### src/rtl/alu_board_ctrl.sv
// Lab ALU board front-end: synchronised, debounced push-buttons load operands and
// op code from the switches; the registered ALU result and flags drive the LEDs.
module alu_board_ctrl #(
   parameter int N_DATA    = 8,
   parameter int N_OP      = 6,
   parameter int DB_CYCLES = 4
) (
   input  logic              i_clk,
   input  logic              i_reset,
   input  logic [N_DATA-1:0] i_switch,
   input  logic [2:0]        i_buttons,
   output logic [N_DATA-1:0] o_led,
   output logic              o_carry,
   output logic              o_valid,
   output logic              o_op_invalid,
   output logic              o_multi_err
);

   localparam int CW = $clog2(DB_CYCLES + 1);
   localparam logic [CW-1:0]     CNT_TC    = CW'(DB_CYCLES);
   localparam logic [N_DATA-1:0] SHIFT_LIM = N_DATA'(N_DATA);

   localparam logic [N_OP-1:0] C_ADD = N_OP'(6'b100000);
   localparam logic [N_OP-1:0] C_SUB = N_OP'(6'b100010);
   localparam logic [N_OP-1:0] C_AND = N_OP'(6'b100100);
   localparam logic [N_OP-1:0] C_OR  = N_OP'(6'b100101);
   localparam logic [N_OP-1:0] C_XOR = N_OP'(6'b100110);
   localparam logic [N_OP-1:0] C_NOR = N_OP'(6'b100111);
   localparam logic [N_OP-1:0] C_SRA = N_OP'(6'b000011);
   localparam logic [N_OP-1:0] C_SRL = N_OP'(6'b000010);

   logic [2:0]        sync1_q, sync2_q, db_q, db_d, db_prev_q;
   logic [CW-1:0]     cnt_q, cnt_d;
   logic [1:0]        prime_q;
   logic              armed_q;
   logic [N_DATA-1:0] a_q, b_q, res_q, res_d;
   logic [N_OP-1:0]   op_q;
   logic [2:0]        loaded_q;
   logic              carry_q, carry_d, err_q, op_inv;
   logic              rise, one_hot;

   always_comb begin
      cnt_d = cnt_q;
      db_d  = db_q;
      if (sync2_q == db_q) begin
         cnt_d = '0;
      end else if (cnt_q == CNT_TC) begin
         db_d  = sync2_q;
         cnt_d = '0;
      end else begin
         cnt_d = cnt_q + 1'b1;
      end
   end

   // armed_q blocks a button held through reset from counting as a fresh press
   assign rise    = armed_q && (db_prev_q == 3'b000) && (db_q != 3'b000);
   assign one_hot = ((db_q & (db_q - 3'd1)) == 3'b000);

   always_ff @(posedge i_clk or posedge i_reset) begin
      if (i_reset) begin
         sync1_q   <= '0;
         sync2_q   <= '0;
         db_q      <= '0;
         db_prev_q <= '0;
         cnt_q     <= '0;
         prime_q   <= '0;
         armed_q   <= 1'b0;
         a_q       <= '0;
         b_q       <= '0;
         op_q      <= '0;
         loaded_q  <= '0;
         err_q     <= 1'b0;
         res_q     <= '0;
         carry_q   <= 1'b0;
      end else begin
         sync1_q   <= i_buttons;
         sync2_q   <= sync1_q;
         db_q      <= db_d;
         db_prev_q <= db_q;
         cnt_q     <= cnt_d;
         prime_q   <= {prime_q[0], 1'b1};
         if (prime_q[1] && (sync2_q == 3'b000) && (db_q == 3'b000)) begin
            armed_q <= 1'b1;
         end
         if (rise && one_hot) begin
            if (db_q[2]) a_q  <= i_switch;
            if (db_q[1]) b_q  <= i_switch;
            if (db_q[0]) op_q <= i_switch[N_OP-1:0];
            loaded_q <= loaded_q | db_q;
         end
         if (rise && !one_hot) begin
            err_q <= 1'b1;
         end
         res_q   <= res_d;
         carry_q <= carry_d;
      end
   end

   always_comb begin
      res_d   = '0;
      carry_d = 1'b0;
      op_inv  = 1'b0;
      if (op_q == C_ADD) begin
         {carry_d, res_d} = {1'b0, a_q} + {1'b0, b_q};
      end else if (op_q == C_SUB) begin
         {carry_d, res_d} = {1'b0, a_q} - {1'b0, b_q};
      end else if (op_q == C_AND) begin
         res_d = a_q & b_q;
      end else if (op_q == C_OR) begin
         res_d = a_q | b_q;
      end else if (op_q == C_XOR) begin
         res_d = a_q ^ b_q;
      end else if (op_q == C_NOR) begin
         res_d = ~(a_q | b_q);
      end else if (op_q == C_SRA) begin
         res_d = (b_q >= SHIFT_LIM) ? {N_DATA{a_q[N_DATA-1]}} : N_DATA'($signed(a_q) >>> b_q);
      end else if (op_q == C_SRL) begin
         res_d = (b_q >= SHIFT_LIM) ? '0 : (a_q >> b_q);
      end else begin
         op_inv = 1'b1;
      end
   end

   assign o_led        = res_q;
   assign o_carry      = carry_q;
   assign o_valid      = &loaded_q;
   assign o_op_invalid = op_inv;
   assign o_multi_err  = err_q;

endmodule

### config.mk
export PLATFORM = sky130hd
export DESIGN_NAME = alu_board_ctrl
export DESIGN_NICKNAME = d
export VERILOG_FILES = /design/src/rtl/alu_board_ctrl.sv
export SDC_FILE = /design/constraint.sdc
export NUM_CORES = 1
export LEC_CHECK = 0
export BUFFER_PORTS_ARGS = -buffer_cell sky130_fd_sc_hd__buf_4
export CORE_MARGIN = 2
export CORE_UTILIZATION = 55
export DETAILED_ROUTE_END_ITERATION = 10
export GPL_TIMING_DRIVEN = 0
export PLACE_DENSITY = 0.74
export SYNTH_ARGS = -nofsm -noshare
export SYNTH_HDL_FRONTEND = slang
export SYNTH_SLANG_ARGS = --single-unit
### constraint.sdc
create_clock -name i_clk -period 2.6 [get_ports i_clk]
set_input_delay 0.78 -clock i_clk [delete_from_list [all_inputs] [get_ports i_clk]]
set_output_delay 0.78 -clock i_clk [all_outputs]
set_load 0.05 [all_outputs]
=== After elaboration in Yosys (flattened, before gate mapping) ===
Cells that the tools add are included.
Widths: inputs -> output; s select.

* Output and inout port bits: 12
* Bits in registers: 53
* Memories: 0
* Word-level logic and storage cells: 77
* Bits of input ports: 13
* Latch bits: 0
* Bits in read-only memories: 0
* Memory bits (writable): 0

* Shifts and indexed selects: 2
* $lt $le $gt $ge: 1
* Add/sub/neg operators: 4
* Divide/modulo/power cells: 0
* Bitwise logic cells: 7
* $mul: 0
* Multiplexer cells: 22
* Reduce and logical (&&, ||, !) cells: 17
* Equal/unequal tests: 10

{| class="wikitable"
|+ Operator list
! operator !! number
|-
| $mux 8 || 10
|-
| $eq 6x6->1 const B || 6
|-
| $eq 6x2->1 const B || 2
|-
| $logic_not 3->1 || 4
|-
| $mux 1 || 10
|-
| $add 8x8->9 || 1
|-
| $sub 8x8->9 || 1
|-
| $and 8x8->8 || 1
|-
| $ge 8x4->1 const B || 1
|-
| $not 8->8 || 1
|-
| $or 8x8->8 || 1
|-
| $reduce_and 2->1 || 4
|-
| $shr 8x8->8 || 1
|-
| $sshr 8x8->8 || 1
|-
| $xor 8x8->8 || 1
|-
| $logic_and 1x1->1 || 6
|-
| $mux 3 || 2
|-
| $add 3x1->3 const B || 1
|-
| $and 3x3->3 || 1
|-
| $eq 3x3->1 || 1
|-
| $eq 3x3->1 const B || 1
|-
| $or 3x3->3 || 1
|-
| $reduce_and 3->1 || 1
|-
| $reduce_bool 3->1 || 1
|-
| other kinds (3) || 3
|}

=== Logic depth before layout (Yosys ltp) ===
* Depth in word-level cells: 10
* Gate-level depth with buffers: 10
* Mapped depth without buffers: 9

=== Worst setup path after synthesis ===
Ideal clock, no wire load.

* Path kind: reg-to-output
* From: register op_q[3]
* To: output o_op_invalid
* Data arrival time: 1,579 ps
* Stages on the path, launching flop included: 5
* Setup slack: 241 ps
* Required time: 1,820 ps
* Buffers on the path: 1
* Path through: dfrtp_1 or3b_1 or3_1 buf_2 and3_1

* Word-level cells in the longest chain between the ends: 9
* Elaborated cells between the ends (all ways): 16
* Those cells by class: 8 x eq/ne; 8 x mux

{| class="wikitable"
|+ Ends and longest elaborated chain
! element !! RTL line !! RTL
|-
| start, declared || 37 || <nowiki>logic [N_OP-1:0] op_q;</nowiki>
|-
| start signal, assigned || 88 || <nowiki>if (db_q[0]) op_q <= i_switch[N_OP-1:0];</nowiki>
|-
| $eq 6x2->1 || 117 || <nowiki>end else if (op_q == C_SRL) begin</nowiki>
|-
| $mux 1 || 117 ||
|-
| $mux 1 || 115 || <nowiki>end else if (op_q == C_SRA) begin</nowiki>
|-
| $mux 1 || 113 || <nowiki>end else if (op_q == C_NOR) begin</nowiki>
|-
| $mux 1 || 111 || <nowiki>end else if (op_q == C_XOR) begin</nowiki>
|-
| $mux 1 || 109 || <nowiki>end else if (op_q == C_OR) begin</nowiki>
|-
| $mux 1 || 107 || <nowiki>end else if (op_q == C_AND) begin</nowiki>
|-
| $mux 1 || 105 || <nowiki>end else if (op_q == C_SUB) begin</nowiki>
|-
| $mux 1 (*) || 103 || <nowiki>if (op_q == C_ADD) begin</nowiki>
|-
| end, declared || 15 || <nowiki>output logic o_op_invalid,</nowiki>
|}

Every way passes the cells marked *; elsewhere a longest branch is shown, timed or not.

=== Worst setup path in the final report ===
Ends and elaborated chain as after synthesis.

==> metrics.txt <==
outcome=finished, violations left; failing checks=negative setup slack; vias in the first global route=2936; Final Max Tran Viols=0; GR Overflow Total=0; WL per Instance=18.8 um; WP depth=5; HP Class=reg2reg; Rel. slew slack=38.6%; Final Critical Period=2.70 ns; synthesized area per cell=9.80 sq um; 1st-iter DRT viols=192; number of flops mapped to enable cells by yosys=0; Setup crit start kind=flip-flop; Layout Area Growth over Synthesis=13.3%; CTS root buffer=clkbuf_8; Vias per Instance=6.19; worst endpoint required time=1.82 ns; WHS Path Cells=0; Die X=84.9 um; final hold vios=0; slowest stage delay, CP=0.44 ns; setup repair after global routing missed its margin=yes; maximum fanout along the worst path=4; most common cell after layout, fill and taps aside=dfrtp_1; initial core utilization=56.7%; Reg clk slew, reported paths=0.10 ns; all-layer global routing usage=26.1%; Power per Cell Area=1410 nW/um^2; Power Total=5.75 mW; Setup Viol. Count Final=1; Synth async-reset ratio=100%; clk sinks=53; setup slack after layout=-0.101 ns; HPWL after detailed placement=6.91 mm; Period Utilization, post-route=104%; number of buffers added on ports=24; Post-DRT Antenna Nets=0; Worst path top cell family by delay=simple AND/OR/NAND/NOR gates; worst slew pin tran=0.914 ns; CTS tree=yes; YS warnings=0; Post-Syn Instances=367; DR pass1 iterations=9; CP Buf/Inv Count=2; arrival time worst endpoint=1.92 ns; initial antenna violation count=0; Leakage Power=1.84 nW; CTS H-tree depth=2; first-pass GRT wire length=14.9 mm; post-synthesis sequential area ratio=36.9%; Synth cell types=66; Max VDD drop=0.821 mV; CTS Buffer Depth=2; dpl ws=-0.315 ns; final routed DRC violation total=0; FP Rows=29; largest net degree at the start of global routing=36; max_cap viols=0; TritonCTS buffer count=5; Fmax=0.370 GHz; Reg2Reg Depth=7; syn_nets=408; via count=2977; Worst-Skew Late Latency=0.32 ns; Max Clock Skew=0.0155 ns; critical path, cell by cell=or3b_4, or3_1, buf_6, and3_4, buf_6; number of synthesized register bits=53; die height=84.9 um; Routability Congestion=0.964; Placeable Area=6350 sq um; crit-path most repeated cell=buf_6; area of the mapped netlist=3600 sq um; Final #Nets=444; WS Path Type=reg2out; diode count=0; crit end category=primary output; main flop type after synthesis=dfrtp_1; layout cells sized above 1=23.5%; DRT Wirelength=9.05 mm; full die area=7200 sq um; commonest non-fill, non-tap cells in the layout=51 x dfrtp_1, 30 x buf_4, 27 x nor2_1; IO Pins=25; Slowest-stage cell, CP=dfrtp_2
[synth_stat cells, drive strengths merged (4+ instances only)]
| master | number | area, sq um |
|---|---|---|
| nor2b | 6 | 37.5 |
| nand2 | 20 | 75.1 |
| a211oi | 6 | 45.0 |
| o22ai | 5 | 31.3 |
| mux2i | 11 | 110 |
| xnor2 | 9 | 78.8 |
| a21oi | 20 | 100 |
| clkbuf | 8 | 30.0 |
| inv | 25 | 93.8 |
| o21ai | 26 | 130 |
| a31oi | 4 | 25.0 |
| dfrtp | 53 | 1330 |
| nor3 | 8 | 56.3 |
| or2 | 4 | 25.0 |
| nor4 | 5 | 46.3 |
| buf | 10 | 55.1 |
| nand2b | 4 | 25.0 |
| ha | 26 | 325 |
| a21o | 4 | 30.0 |
| o31ai | 4 | 30.0 |
| a221oi | 4 | 35.0 |
| xor2 | 6 | 52.6 |
| mux2 | 17 | 191 |
| nand3 | 5 | 30.0 |
| nor2 | 28 | 108 |
[what timing repair did]
| action | in CTS | in global routing |
|---|---|---|
| pin swaps | 1 | 2 |
| cloned | 0 | 0 |
| hold buffers | 0 | 0 |
| setup buffers | 3 | 4 |
| gates resized for setup | 7 | 6 |
| setup endpoints to repair | 6 | 6 |
[flip-flops by register name, indices dropped and copies added (netlist names)]
signal and count:
armed_q 1, sync1_q 3, sync2_q 3, cnt_q 3
b_q 8, o_carry 1, o_led 8, loaded_q 3
db_prev_q 3, prime_q 2, db_q 3, a_q 8
o_multi_err 1, op_q 6
[power by group]
group	internal, mW	switching, mW	total [mW]	leakage [nW]
registers	1.14	0.408	1.55	0.631
logic	1.57	2.10	3.68	1.16
clock network	0.220	0.297	0.517	0.0478
[final timing paths]
| check | from | to | slack, ns |
|---|---|---|---|
| setup / recovery | op_q[3] | o_op_invalid | -0.10 |
| min in group asynchronous | i_reset | a_q[0] | 0.46 |
| hold / removal | sync1_q[2] | sync2_q[2] | 0.36 |
| setup reg to reg | b_q[7] | o_led[6] | 0.17 |
| max in group asynchronous | i_reset | sync1_q[1] | 1.60 |
| hold reg to reg | sync1_q[2] | sync2_q[2] | 0.36 |
[per-stage QoR]
step	cells	utilization (%)	hold WS [ns]	instance area [sq um]	setup TNS, ns
final	481	64.2	0.356	4080	-0.101
after CTS	479	63.5	0.362	4030	-0.126
after global routing	481	64.2	0.365	4080	-0.158
after floorplan	367	-	0.331	3600	0
after detailed placement	469	61.3	0.338	3890	-1.12
after global placement	468	61.0	0.333	3870	-7.09
[layout make-up]
| type | count | area, sq um |
|---|---|---|
| Buffer | 15 | 81.3 |
| Clock buffer | 6 | 82.6 |
| Clock inverter | 2 | 16.3 |
| Fill cell | 530 | 2270 |
| Inverter | 25 | 93.8 |
| Multi-Input combinational cell | 271 | 2120 |
| Sequential cell | 53 | 1330 |
| Tap cell | 77 | 96.3 |
| Timing Repair Buffer | 32 | 256 |
[layer usage]
layer  global-route usage [%]  routed length [um]  vias up
met2                     42.4                4240      114
met3                     4.96                 517       26
li1                         -                   -     1392
met4                     9.09                 289        0
met5                        0                   0        -
met1                     35.2                4000     1445
[logic make-up (layout without fill, tap and decap cells)]
logic type	after synthesis	after routing	synth area share, %
and+or+nand+nor	98	98	15.9
AOI/OAI and AO/OA	97	97	17.8
DFF	53	53	36.9
buffers and inverters	43	80	4.97
muxes	31	31	10.3
adders and majority gates	29	29	10.4
xor gates and xnor gates	15	15	3.65
other	1	1	0.104
Power figures use the tool's default switching activity.
